$ cat config.mk
export PLATFORM = sky130hd
export DESIGN_NAME = md_seq_unit
export DESIGN_NICKNAME = d
export VERILOG_FILES = /design/src/rtl/md_seq_unit.sv
export SDC_FILE = /design/constraint.sdc
export NUM_CORES = 1
export LEC_CHECK = 0
export CORE_MARGIN = 4
export CORE_UTILIZATION = 56
export DETAILED_ROUTE_END_ITERATION = 16
export PLACE_DENSITY = 0.95
export SLEW_MARGIN = 20
export SYNTH_ARGS = -nofsm -noshare
export SYNTH_HDL_FRONTEND = slang
export SYNTH_SLANG_ARGS = --single-unit
$ cat constraint.sdc
create_clock -name clk -period 3.45 [get_ports clk]
set_input_delay 0.5175 -clock clk [delete_from_list [all_inputs] [get_ports clk]]
set_output_delay 0.5175 -clock clk [all_outputs]
set_load 0.005 [all_outputs]
$ cat src/rtl/md_seq_unit.sv
// Iterative unsigned multiply/divide unit with a start/busy/done handshake.
// Results are held in hi/lo. Opcodes other than MUL/DIV pass operand a through to b.
//
// Handshake: a start is accepted on a rising edge when start=1, the opcode is
// OP_MUL or OP_DIV and the unit is not busy (IDLE or DONE). busy is high for W cycles.
// done then pulses for one cycle. A start while busy, or with another opcode, is dropped.
module md_seq_unit #(
   parameter int         W      = 8,
   parameter logic [5:0] OP_MUL = 6'b000010,
   parameter logic [5:0] OP_DIV = 6'b000100
) (
   input  logic         clk,
   input  logic         rst_n,
   input  logic         start,
   input  logic [5:0]   opcode,
   input  logic [W-1:0] a,
   input  logic [W-1:0] x,
   input  logic [W-1:0] y,
   output logic         busy,
   output logic         done,
   output logic [W-1:0] hi,
   output logic [W-1:0] lo,
   output logic [W-1:0] b,
   output logic         check,
   output logic         div_zero,
   output logic [1:0]   fsm_state
);

   localparam int CW = $clog2(W) + 1;
   localparam logic [CW-1:0] LAST = CW'(W - 1);

   typedef enum logic [1:0] {
      S_IDLE = 2'd0,
      S_RUN  = 2'd1,
      S_DONE = 2'd2
   } state_t;

   state_t state, state_nx;

   logic [CW-1:0] cnt;
   logic          is_div;
   logic [W-1:0]  acc_hi;
   logic [W-1:0]  acc_lo;
   logic [W-1:0]  m;

   logic          op_valid;
   logic          accept;
   logic          last_iter;

   logic [W:0]    mul_sum;
   logic [W-1:0]  mul_hi_nx;
   logic [W-1:0]  mul_lo_nx;
   logic [W:0]    div_sh;
   logic          div_ge;
   logic [W-1:0]  div_diff;
   logic [W-1:0]  div_hi_nx;
   logic [W-1:0]  div_lo_nx;
   logic [W-1:0]  step_hi;
   logic [W-1:0]  step_lo;

   assign op_valid  = (opcode == OP_MUL) || (opcode == OP_DIV);
   assign accept    = start && op_valid && (state != S_RUN);
   assign last_iter = (state == S_RUN) && (cnt == LAST);
   assign fsm_state = state;

   // Pass-through path is purely combinational and independent of the FSM
   assign b = op_valid ? '0 : a;

   always_ff @(posedge clk or negedge rst_n) begin
      if (!rst_n) begin
         state <= S_IDLE;
      end else begin
         state <= state_nx;
      end
   end

   always_comb begin
      state_nx = state;
      busy     = 1'b0;
      done     = 1'b0;
      case (state)
         S_IDLE: begin
            if (accept) state_nx = S_RUN;
         end
         S_RUN: begin
            busy = 1'b1;
            if (last_iter) state_nx = S_DONE;
         end
         S_DONE: begin
            done     = 1'b1;
            state_nx = accept ? S_RUN : S_IDLE;
         end
         default: state_nx = S_IDLE;
      endcase
   end

   // MUL: {acc_hi,acc_lo} starts as {0,multiplier}. Each step adds the multiplicand
   // to the upper half if the lsb is set, then shifts the whole pair right by one.
   always_comb begin
      mul_sum   = {1'b0, acc_hi} + (acc_lo[0] ? {1'b0, m} : '0);
      mul_hi_nx = mul_sum[W:1];
      mul_lo_nx = {mul_sum[0], acc_lo[W-1:1]};
   end

   // DIV: acc_hi holds the partial remainder and acc_lo shifts dividend bits out
   // as quotient bits shift in. With a zero divisor, every trial subtract succeeds,
   // which gives a quotient of all ones and a remainder equal to x.
   always_comb begin
      div_sh    = {acc_hi, acc_lo[W-1]};
      div_ge    = (div_sh >= {1'b0, m});
      div_diff  = div_sh[W-1:0] - m;
      div_hi_nx = div_ge ? div_diff : div_sh[W-1:0];
      div_lo_nx = {acc_lo[W-2:0], div_ge};
   end

   always_comb begin
      step_hi = is_div ? div_hi_nx : mul_hi_nx;
      step_lo = is_div ? div_lo_nx : mul_lo_nx;
   end

   always_ff @(posedge clk or negedge rst_n) begin
      if (!rst_n) begin
         cnt      <= '0;
         is_div   <= 1'b0;
         acc_hi   <= '0;
         acc_lo   <= '0;
         m        <= '0;
         hi       <= '0;
         lo       <= '0;
         check    <= 1'b0;
         div_zero <= 1'b0;
      end else if (accept) begin
         cnt      <= '0;
         is_div   <= (opcode == OP_DIV);
         acc_hi   <= '0;
         acc_lo   <= (opcode == OP_DIV) ? x : y;
         m        <= (opcode == OP_DIV) ? y : x;
         check    <= 1'b0;
         div_zero <= 1'b0;
      end else if (state == S_RUN) begin
         acc_hi <= step_hi;
         acc_lo <= step_lo;
         cnt    <= cnt + CW'(1);
         if (last_iter) begin
            hi       <= step_hi;
            lo       <= step_lo;
            check    <= 1'b1;
            div_zero <= is_div && (m == '0);
         end
      end
   end

endmodule

==> results.toml, run 1 <==
[clock_network]
cts_resized = 0
holdBufCountCts = 0
cts_buffers = 5
cts_max_path_buffers = 2
cts_sinks = 49
cts_setup_buffers = 0
clkTransAtPathRegs_ns = 0.10
cts_root_buf = "clkbuf_8"
cts_tree = "built"
htreeDepth = 2
clock_latency_ns = 0.31

[sta]
fmax_mhz = 354.7
finalCriticalPeriod_ns = 2.820
setup_violations = 0
maxSlewViolCount = 0
hold_viol = 0
final.period_utilization_pct = 81.73
finalClockSkew_ns = 0.01412
slew_headroom_pct = 36.88
worstMarginPinSlew_ns = 0.9469
finalSetupTns_ns = 0
rsz0062_at_grt = "no"

[critical_path]
startpoint = "opcode[3]"
cp-endpoint = "b[1]"
r2r_start = "acc_lo[0]"
cp.required_ns = 2.93
ff2ff_path_depth = 9
critPathCaptureType = "output pin"
startpoint_type = "input port"
rrSetupSlack_ns = 0.66
critPathKind = "input port to output pin"
regToRegEndpoint = "acc_hi[5]"
cp_max_fo = 8
worstPathArrival_ns = 2.30

[logic_synthesis]
synth_area_leader_cell = "dfrtp_1"
synth_cell_types = 55
ys_seq_elements = 49
netlist_area_um2 = 3143
synth_commonest_cells = "dfrtp_1 (49), nand2_1 (29), a21oi_1 (26), nor2_1 (26), o21ai_0 (26)"
async_flop_share_pct = 100.0
synth_top_area_share_pct = 39.01
ys.flop_type = "dfrtp_1"
synthTopCellsByArea = "dfrtp_1 (39%), ha_1 (6.8%), mux2i_1 (5.7%)"
synth_seq_area_share_pct = 39.01
synth_fp_nets = 390
syn_inst = 338
yosysMostFrequentCell = "dfrtp_1"
synth_edf_count = 0
syn_area_per_cell_um2 = 9.299
ys_warn_count = 0

[power_and_ir_drop]
p_switching_w = 0.001150
peakVddDrop_v = 0.0004388
power_w = 0.002650
p_int_w = 0.001500
swShare_pct = 43.38
clkPwrFrac_pct = 13.2
comb_power_share_pct = 52.5
power_density_nw_per_um2 = 672.3
p_seq_share_pct = 34.3
power.leakage_nw = 1.790

[detailed_routing]
drtIter0Drc = 302
wl_per_cell_um = 18.04
routed_wl_um = 8550
drtPass1Iterations = 4
vias = 2933
via_per_inst = 6.188
ant_nets = 0
drc_errors = 0

[floorplanning]
die_area_um2 = 6875
die_h_um = 82.92
fp-row-count = 27
die_x_um = 82.92
io-pin-count = 63
initial_utilization_pct = 57.43
core_region_area_um2 = 5473

[placed_design]
place_congestion = 0.8903
io_buffers = 62
dp_hpwl_um = 6326

[cells_and_area]
n_antenna_cell = 0
nNetsFinal = 453
syn2layout_area_growth_pct = 25.40
regArea_um2 = 1226
multi_input_area_um2 = 1810
drive_gt1_share_pct = 8.706
fillers = 398

[run]
drv_cap = 0

[global_routing]
grt_pass1_wl_um = 14110
grt_max_degree = 50
grt_pass1_vias = 2951
globalRouteTotalUtil_pct = 24.92
grt_overflow_total = 0
antenna_found_initial = 0

[outcome]
status = "complete, no violations"

[hold_path]
hp-class = "input port to async pin"
power groups by stage:
| stage | logic [W] | clock network (W) | registers (W) |
|---|---|---|---|
| floorplan | 0.000878 | 0 | 0.000870 |
| global placement | 0.00131 | 0 | 0.000902 |
| detailed placement | 0.00135 | 0 | 0.000911 |
| CTS | 0.00137 | 0.000355 | 0.000903 |
| global route | 0.00152 | 0.000376 | 0.000929 |
| finish | 0.00139 | 0.000350 | 0.000909 |
cell usage in the layout (no fill, tap or decap), types with 2 or more instances in the layout:
cell type        count
o22ai_1              6
ha_1                17
a211oi_1             4
clkdlybuf4s50_1     61
a31o_2               2
xnor2_1              3
fa_1                 2
dfrtp_1             49
a31oi_1              4
mux2i_1             18
nor4_1               2
a2111oi_0            2
nand2_1             29
o211ai_1             2
mux2_2               7
nor3_1               7
o21ai_0             26
o31ai_1              7
xor2_1               6
clkinv_4             2
nor2_1              26
clkbuf_8             5
a22o_1               6
a21o_1               6
nand4_1              2
a21oi_1             26
inv_1               14
nand3_1              8
and2_1              16
buf_4                8
nor2b_1              2
metrics by stage:
stage / worst slack [ns] / instance area (um2) / utilization, % / cells / hold WS (ns)
floorplan: 1.101 / 3143 / - / 338 / 0.2219
global route: 0.4620 / 3941 / 72.02 / 474 / 0.2620
global placement: 0.6796 / 3847 / 70.30 / 466 / 0.4672
finish: 0.6304 / 3941 / 72.02 / 474 / 0.2213
CTS: 0.6025 / 3939 / 71.97 / 474 / 0.4302
detailed placement: 0.6013 / 3847 / 70.30 / 466 / 0.4791
critical path: stages:
cell and delay (ns):
clkdlybuf4s50_1 0.41, nor4_2 0.47, nand2_1 0.23, and2_1 0.22, clkdlybuf4s50_1 0.45
sequential cells by signal, summed over array words and instances, names as in the netlist:
register	count
is_div	1
cnt	4
acc_hi	8
fsm_state	2
lo	8
m	8
check	1
div_zero	1
acc_lo	8
hi	8
how the worst min path moves through the flow:
| stage | startpoint | endpoint |
|---|---|---|
| floorplan | rst_n | acc_hi[0] |
| detailed placement | hi[1] | hi[1] |
| finish | rst_n | acc_lo[0] |
| CTS | rst_n | lo[6] |
| global route | rst_n | fsm_state[1] |
| global placement | hi[3] | hi[3] |
layer usage:
metal,global-route usage (%),part of all wire [%],vias up
li1,-,-,1365
met1,31.74,41,1376
met2,41.25,49,165
met3,5.060,7.8,27
met4,10.40,2.9,0
met5,0,0,-
cells by family after synthesis:
group                      Yosys count  synth area share (%)
AOI/OAI and AO/OA                  108                 22.57
and+or+nand+nor                    100                 15.76
DFF                                 49                 39.01
muxes                               26                 8.718
xor gates and xnor gates             9                 2.508
adders and majority gates           19                 8.041
buffers and inverters               27                 3.384
final cells by class:
cell class	instances	area share [%]
clock inverters	3	0.5714
multi-input cells	262	45.94
repair buffers	69	17.02
inverters	14	1.333
flip-flops and latches	49	31.11
well taps	72	2.286
clock buffers	5	1.746
No activity file was read; power rests on OpenSTA's default activity.
==> run 2, diff against run 1 <==
--- a/config.mk
+++ b/config.mk
@@ -6,9 +6,9 @@
 export NUM_CORES = 1
 export LEC_CHECK = 0
 export CORE_MARGIN = 4
-export CORE_UTILIZATION = 56
+export CORE_UTILIZATION = 52
 export DETAILED_ROUTE_END_ITERATION = 16
-export PLACE_DENSITY = 0.95
+export PLACE_DENSITY = 0.9
 export SLEW_MARGIN = 20
 export SYNTH_ARGS = -nofsm -noshare
 export SYNTH_HDL_FRONTEND = slang
==> constraint.sdc (replaced) <==
create_clock -name clk -period 2.95 [get_ports clk]
set_input_delay 0.4425 -clock clk [delete_from_list [all_inputs] [get_ports clk]]
set_output_delay 0.4425 -clock clk [all_outputs]
set_load 0.005 [all_outputs]
==> results.toml, run 2 (synthesized netlist as in run 1, its figures left out) <==
[sta]
finalSetupTns_ns = 0
final.period_utilization_pct = 89.94
rsz0062_at_grt = "no"
setup_violations = 0
worstMarginPinSlew_ns = 0.9446
fin_ws_ns = 0.2968
finalClockSkew_ns = 0.01075
fmax_mhz = 376.9
slew_headroom_pct = 36.83
maxSlewViolCount = 0
finalCriticalPeriod_ns = 2.653
hold_viol = 0

[detailed_routing]
drtPass1Iterations = 5
routed_wl_um = 8425
via_per_inst = 6.157
vias = 2949
wl_per_cell_um = 17.59
ant_nets = 0
drtIter0Drc = 232
drc_errors = 0

[power_and_ir_drop]
p_switching_w = 0.001317
swShare_pct = 42.83
peakVddDrop_v = 0.0005329
p_int_w = 0.001757
clkPwrFrac_pct = 14.1
power.leakage_nw = 1.804
power_density_nw_per_um2 = 773.7
p_seq_share_pct = 34.4
comb_power_share_pct = 51.5
power_w = 0.003074

[clock_network]
cts_sinks = 49
cts_tree = "built"
cts_root_buf = "clkbuf_8"
cts_buffers = 5
cts_max_path_buffers = 2
cts_setup_buffers = 0
holdBufCountCts = 0
htreeDepth = 2
cts_resized = 0
clock_latency_ns = 0.31
clkTransAtPathRegs_ns = 0.11

[placed_design]
dpl_worst_slack_ns = 0.3426
dp_hpwl_um = 6384
place_congestion = 0.8727
io_buffers = 62

[global_routing]
grt_overflow_total = 0
grt_max_degree = 50
antenna_found_initial = 0
globalRouteTotalUtil_pct = 23.85
grt_pass1_vias = 3026
grt_pass1_wl_um = 14130

[floorplanning]
die_h_um = 85.75
fp-row-count = 28
die_area_um2 = 7352
io-pin-count = 63
core_region_area_um2 = 5886
die_x_um = 85.75
initial_utilization_pct = 53.40

[cells_and_area]
nNetsFinal = 455
regArea_um2 = 1226
final_cell_mix = "clkdlybuf4s50_1 (61), dfrtp_1 (49), nand2_1 (29)"
syn2layout_area_growth_pct = 26.39
drive_gt1_share_pct = 9.406
n_antenna_cell = 0
fillers = 447
multi_input_area_um2 = 1817
final_common_cell = "clkdlybuf4s50_1"

[critical_path]
critPathKind = "register to register"
path_cells = "and2_1 -> ha_1 -> fa_1 -> a211o_1 -> o211ai_1 -> a21oi_1 -> a2111oi_0 -> a311o_1 -> mux2_4"
startpoint_type = "register"
worstPathArrival_ns = 2.91
worst_path_max_delay_cell = "dfrtp_1"
cp.required_ns = 3.21
slowest_delay_ns = 0.48
cp_max_fo = 10
critPathCaptureType = "register"

[hold_path]
hp-class = "input port to async pin"

[run]
drv_cap = 0

[outcome]
status = "complete, no violations"
run 2: cell types whose count changed in the layout (fill, tap and decap cells not counted), sizes merged:
cell,previous run,this run
clkinv,3,0
inv,14,17
buf,8,10
run 2: critical path, delay by kind of cell (launching register included):
family	cells	cell delay, ns
flip-flops	1	0.48
multiplexers	1	0.14
AO/OA/AOI/OAI	5	1.13
AND/OR/NAND/NOR	1	0.18
adder cells (fa/ha/maj)	2	0.67
run 2: area by class of cell:
type | count | area share (%)
inverter | 14 | 1.323
timing repair buffer | 71 | 17.26
sequential | 49 | 30.87
multi-input combinational | 262 | 45.73
clock inverter | 3 | 0.7244
clock buffer | 5 | 1.732
tap | 75 | 2.362
run 2: through the flow:
step	hold WS [ns]	instances	area, um2	util, %
2_1_floorplan	0.1469	338	3143	-
3_3_place_gp	0.4668	471	3872	65.80
3_5_place_dp	0.4721	471	3872	65.80
4_1_cts	0.3544	479	3970	67.45
5_1_grt	0.1672	479	3973	67.50
6_report	0.1193	479	3973	67.50
run 2: power by group through the flow:
stage	clock [W]	sequential [W]	combinational [W]
2_1_floorplan	0	0.00102	0.00103
3_3_place_gp	0	0.00105	0.00150
3_5_place_dp	0	0.00106	0.00156
4_1_cts	0.000446	0.00105	0.00157
5_1_grt	0.000475	0.00108	0.00176
6_report	0.000433	0.00106	0.00158
run 2: per-layer routing:
metal	wire, um	vias up	GRT usage, %	share of wire, %
li1	-	1376	-	-
met1	3528	1419	29.43	42
met2	4158	133	41.45	49
met3	553	21	4.995	6.6
met4	183	0	8.058	2.2
met5	0	-	0	0
run 2: worst paths after layout:
path                            slack (ns)  depth (start not counted)   endpoint       from
worst max-delay path                  0.30                          9      hi[5]  acc_lo[0]
worst min-delay path                  0.12                          1      lo[2]      rst_n
worst max register to register        0.30                          9      hi[5]  acc_lo[0]
worst min register to register        0.48                          2      hi[1]      hi[1]
max in group asynchronous             2.40                          1  acc_hi[2]      rst_n
min in group clk                      0.48                          2      hi[1]      hi[1]
